--- src/rtl/id_ex_reg.sv ---
// ID/EX pipeline register with load-use hazard detection.
// Each edge resolves rst > flush > hold > load-use bubble > load.
module id_ex_reg #(
  parameter int DATA_W = 32,
  parameter int RA_W   = 5
) (
  input  logic              clk,
  input  logic              rst,
  input  logic [DATA_W-1:0] id_read_data1,
  input  logic [DATA_W-1:0] id_read_data2,
  input  logic [DATA_W-1:0] id_sign_ext_imm,
  input  logic [RA_W-1:0]   id_rs,
  input  logic [RA_W-1:0]   id_rt,
  input  logic [RA_W-1:0]   id_rd,
  input  logic [5:0]        id_func,
  input  logic [1:0]        id_aluop,
  input  logic              id_regdst,
  input  logic              id_alusrc,
  input  logic              id_memread,
  input  logic              id_memwrite,
  input  logic              id_memtoreg,
  input  logic              id_regwrite,
  input  logic              id_valid,
  input  logic              flush,
  input  logic              hold,
  output logic [DATA_W-1:0] ex_read_data1,
  output logic [DATA_W-1:0] ex_read_data2,
  output logic [DATA_W-1:0] ex_sign_ext_imm,
  output logic [RA_W-1:0]   ex_rs,
  output logic [RA_W-1:0]   ex_rt,
  output logic [RA_W-1:0]   ex_rd,
  output logic [5:0]        ex_func,
  output logic [1:0]        ex_aluop,
  output logic              ex_regdst,
  output logic              ex_alusrc,
  output logic              ex_memread,
  output logic              ex_memwrite,
  output logic              ex_memtoreg,
  output logic              ex_regwrite,
  output logic              ex_valid,
  output logic              load_use_stall
);

  typedef struct packed {
    logic [DATA_W-1:0] read_data1;
    logic [DATA_W-1:0] read_data2;
    logic [DATA_W-1:0] sign_ext_imm;
    logic [RA_W-1:0]   rs;
    logic [RA_W-1:0]   rt;
    logic [RA_W-1:0]   rd;
    logic [5:0]        func;
    logic [1:0]        aluop;
    logic              regdst;
    logic              alusrc;
    logic              memread;
    logic              memwrite;
    logic              memtoreg;
    logic              regwrite;
    logic              valid;
  } stage_t;

  // An all-zero stage is the bubble: no control, no data, not valid.
  stage_t id_stage;
  stage_t stage_d;
  stage_t stage_q;

  assign id_stage = {id_read_data1, id_read_data2, id_sign_ext_imm,
                     id_rs, id_rt, id_rd, id_func, id_aluop,
                     id_regdst, id_alusrc, id_memread, id_memwrite,
                     id_memtoreg, id_regwrite, id_valid};

  assign load_use_stall = stage_q.valid & stage_q.memread &
                          (stage_q.rt != '0) & id_valid &
                          ((stage_q.rt == id_rs) | (stage_q.rt == id_rt));

  always_comb begin
    stage_d = stage_q;
    if (flush) begin
      stage_d = '0;
    end else if (hold) begin
      stage_d = stage_q;
    end else if (load_use_stall) begin
      stage_d = '0;
    end else begin
      stage_d = id_stage;
    end
  end

  always_ff @(posedge clk) begin
    if (rst) begin
      stage_q <= '0;
    end else begin
      stage_q <= stage_d;
    end
  end

  assign {ex_read_data1, ex_read_data2, ex_sign_ext_imm,
          ex_rs, ex_rt, ex_rd, ex_func, ex_aluop,
          ex_regdst, ex_alusrc, ex_memread, ex_memwrite,
          ex_memtoreg, ex_regwrite, ex_valid} = stage_q;

endmodule

--- config.mk ---
export PLATFORM = sky130hd
export DESIGN_NAME = id_ex_reg
export DESIGN_NICKNAME = d
export VERILOG_FILES = /design/src/rtl/id_ex_reg.sv
export SDC_FILE = /design/constraint.sdc
export NUM_CORES = 1
export LEC_CHECK = 0
export ABC_AREA = 1
export CAP_MARGIN = 10
export CORE_ASPECT_RATIO = 0.8
export CORE_MARGIN = 10
export CORE_UTILIZATION = 42
export CTS_BUF_LIST = sky130_fd_sc_hd__clkbuf_16
export CTS_CLUSTER_SIZE = 20
export DETAILED_ROUTE_END_ITERATION = 10
export GPL_TIMING_DRIVEN = 0
export PLACE_DENSITY = 0.89
export SLEW_MARGIN = 5
export SYNTH_ARGS = -nofsm -noshare
export SYNTH_HDL_FRONTEND = slang
export SYNTH_SLANG_ARGS = --single-unit
export TNS_END_PERCENT = 20
--- constraint.sdc ---
create_clock -name clk -period 4.2 [get_ports clk]
set_input_delay 0.84 -clock clk [delete_from_list [all_inputs] [get_ports clk]]
set_output_delay 0.84 -clock clk [all_outputs]
set_load 0.005 [all_outputs]
After elaboration in Yosys (flattened, before gate mapping)

Cells that the tools add are included.

Output and inout bits: 127
Logic and storage cells: 25
Bits of input ports: 130
Bits in registers: 126

Muxes and demuxes: 1
Equality and inequality tests: 2
Reduce and logical (&&, ||, !) cells: 2
Bitwise operators: 5

Operator list:

| cell               | count |
|---|---|
| $mux W126          | 1 |
| $eq A5 B5 Y1       | 2 |
| $reduce_bool A5 Y1 | 1 |
| $and A1 B1 Y1      | 4 |
| $reduce_or A2 Y1   | 1 |
| $or A1 B1 Y1       | 1 |

Logic depth before layout (Yosys ltp)

Gate-level depths: netlist (run 1).

Depth after elaboration: 5
Mapped depth: 11
Gate-level depth less buffers: 9

Worst setup path before layout (run 1)

No wires, ideal clock.

Kind: input-to-output
Start point: in id_rs[4]
End point: out load_use_stall
Path slack: 1.764 ns
Stages: 10
Required time: 3.360 ns
Buffers on the path: 2
Data arrival time: 1.596 ns
Cell sequence: inv_1 > nand2_1 > nand2_1 > nor2_1 > nand3_1 > nand2_1 > nand2_2 > buf_6 > buf_6 > inv_1

Longest elaborated chain between the ends: 3

RTL lines:

| element            | RTL line | source |
|---|---|---|
| start: declaration | 12       | `input logic [RA_W-1:0] id_rs,` |
| $eq A5 B5 Y1       | 74       | `((stage_q.rt == id_rs) \| (stage_q.rt == id_rt));` |
| $or A1 B1 Y1       | 74       |  |
| $and A1 B1 Y1      | 73       | `(stage_q.rt != '0) & id_valid &` |
| end: declaration   | 41       | `output logic load_use_stall` |

Every way passes these cells.

Worst setup path after layout (run 1)

Start point: in id_rt[0]
End point: out load_use_stall

Longest elaborated chain between the ends: 3

RTL lines:

| element            | RTL line | source |
|---|---|---|
| start: declaration | 13       | `input logic [RA_W-1:0] id_rt,` |
| $eq A5 B5 Y1       | 74       |  |
| $or A1 B1 Y1       | 74       |  |
| $and A1 B1 Y1      | 73       |  |

Every way passes these cells.

==> results of run 1 <==
-- critical path: stages --
cell and delay, ps:
clkdlybuf4s50_1 520, nand2_1 70, inv_1 60, nor2_1 40, nor2_1 120, nand3_1 90, nand2_1 80, nand2_2 180
buf_6 220, buf_6 140, inv_1 60, clkdlybuf4s50_1 500
-- power by group through the flow --
stage	sequential [mW]	clock (mW)	combinational, mW
detailed placement	1.30	0	0.398
global route	1.28	1.51	0.437
global placement	1.30	0	0.391
finish	1.28	1.44	0.402
CTS	1.28	1.46	0.403
floorplan	1.30	0	0.120
-- logic make-up (layout without fill, tap and decap cells) --
logic type	after synthesis	after routing	share of synthesized area
xor+xnor	2	2	0.00371
flops	126	126	0.534
buf+inv	69	356	0.0649
compound gates	252	252	0.267
simple gates	162	162	0.131
-- cells in the final DEF (no fill, tap or decap), drive strengths merged --
master | Yosys | layout
clkdlybuf4s50 | 0 | 256
nand2 | 150 | 150
o21ai | 126 | 126
a21oi | 126 | 126
dfxtp | 126 | 126
clkbuf | 35 | 52
buf | 18 | 18
inv | 15 | 15
clkinv | 1 | 10
nor2 | 8 | 8
bufinv | 0 | 3
xnor2 | 2 | 2
nand3 | 2 | 2
nand4 | 2 | 2
clkinvlp | 0 | 2
-- worst min-delay path by stage --
stage | startpoint | endpoint | slack [ps]
final | ex_read_data1[17] | ex_read_data1[17] | 540
after global routing | ex_read_data1[2] | ex_read_data1[2] | 560
after CTS | ex_sign_ext_imm[26] | ex_sign_ext_imm[26] | 540
after detailed placement | ex_alusrc | ex_alusrc | 520
after global placement | ex_read_data2[3] | ex_read_data2[3] | 520
after floorplan | ex_memtoreg | ex_memtoreg | 530
-- state kept, by name, summed over array words and instances, names as in the netlist --
register and cells:
ex_read_data1 32, ex_valid 1, ex_memread 1, ex_rs 5, ex_alusrc 1, ex_rt 5
ex_regwrite 1, ex_rd 5, ex_sign_ext_imm 32, ex_memwrite 1, ex_read_data2 32, ex_regdst 1
ex_aluop 2, ex_memtoreg 1, ex_func 6
-- metrics by stage --
| step | power [mW] | utilization | std cells |
|---|---|---|---|
| 4_1_cts | 3.14 | 0.736 | 1042 |
| 5_1_grt | 3.23 | 0.736 | 1042 |
| 3_5_place_dp | 1.70 | 0.683 | 1011 |
| 6_report | 3.12 | 0.736 | 1042 |
| 3_3_place_gp | 1.69 | 0.683 | 1011 |
| 2_1_floorplan | 1.42 | - | 611 |
-- final cells by class --
class                   count  share of cell area
flip-flops and latches    126               0.314
repair buffers            256               0.319
inverters                  16             0.00747
plain buffers              53              0.0306
well taps                 144              0.0224
multi-input cells         416               0.236
clock buffers              17              0.0529
clock inverters            14              0.0188
-- metal layers --
metal | wire, um | part of all wire | global-route usage
met1 | 7510 | 0.38 | 0.256
met2 | 9300 | 0.47 | 0.390
met3 | 2350 | 0.12 | 0.113
met4 | 454 | 0.023 | 0.0842
met5 | 0 | 0 | 0
==> qor.yml, run 1 <==
status: "finished, final reports clean"
initial_core_util: 0.432
switching_share: 0.231
setup_viol: 0
synth_top_area_share: 0.534
drv_slew: 0
clockRootBuffer: "clkbuf_16"
yosysWarnings: 0
critical_path.startpoint: "id_rt[0]"
drc: 0
nets: 1016
diodes: 0
place_area_um2: 7470
cp.required_ps: 3360
netlist_area_um2: 4730
cts_tree: "built"
grt_start_max_net_pins: 17
holdBufCountCts: 0
reg2reg_depth: 9
yosys.area.top_type: "dfxtp_1"
multiInputGateArea_um2: 1900
via_count: 5422
final_area_um2: 8050
synth_area_leaders: "dfxtp_1, a21oi_1, o21ai_0"
io_pins: 257
avgSynthCellArea_um2: 7.73
coreArea_um2: 10900
path_clk_slew_ps: 50
combPwrFrac: 0.129
drt-wirelength-per-cell_um: 18.8
cts_num_sinks: 126
grt_pass1_wl_mm: 29.8
synth_edf_count: 0
yosysMostFrequentCell: "nand2_1"
syn-num-nets: 741
syn_inst: 611
viasPerCell: 5.20
crit_end: "load_use_stall"
worstPathMaxFanout: 10
post-route-period-util: 0.894
gp_congestion: 0.881
drtIter0Drc: 339
hold_path_class: "reg2reg"
p_sw_uw: 721
worstSetupStartpointType: "input port"
setup_tns_ps: 0
htreeDepth: 4
num_rows: 34
ant_nets: 0
place_ws_ps: 453
worstMarginPinSlew_ps: 1010
overflow: 0
synth_commonest_cells: "nand2_1, a21oi_1, dfxtp_1, o21ai_0, clkbuf_1"
cp.arrival_ps: 2920
cts_resized: 0
seqCellArea_um2: 2520
finalHoldViolations: 0
dieArea_um2: 15900
yosysUniqueCellTypes: 15
io_buffers: 256
ys_seq_area_frac: 0.534
wirelength_mm: 19.6
synth_seq_cells: 126
seqPwrFrac: 0.409
power_leakage_nw: 3.38
grt_antenna_before_repair: 0
cp-end-kind: "output port"
cts_setup_buffers: 0
synth_ff_type: "dfxtp_1"
fill_cells: 788
max_freq_mhz: 266
hold_path_depth: 2
fin_ws_ps: 444
timing.rr.end: "ex_sign_ext_imm[28]"
rsz0062_at_grt: "false"
ir_drop_v: 0.000451
cap_viol_max_count: 0
rrSetupSlack_ps: 2460
insertion_delay_ps: 400
whs_ps: 536
r2r_start: "ex_rt[0]"
power.internal_mw: 2.40
firstDrtPassIters: 5
syn_to_final_growth_pct: 70.2
clkPwrFrac: 0.462
place_hpwl_mm: 14.6
drive_gt1_frac: 0.0568
worst_clock_skew_ps: 10.9
die_x_um: 139
grt_pass1_vias: 5386
relSlewSlack: 0.327
worstSetupPathType: "in2out"
synthArstFlopShare: 0
p_per_area_nw_per_um2: 388
min_period_ps: 3760
cts_buffers: 17
die_y_um: 115
clock_path_buffers: 2
grt_util_all_layers: 0.233
Power figures use the tool's default switching activity.
==> run 2, diff against run 1 <==
SLEW_MARGIN = default   (was 5)
==> results of run 2 <==
Same layout as run 1: the final DEF is identical, and so are final timing and power.
==> run 3, diff against run 2 <==
CAP_MARGIN = default   (was 10)
SETUP_SLACK_MARGIN = 0.3   (was default)
==> results of run 3 <==
Same layout as run 1: the final DEF is identical, and so are final timing and power.
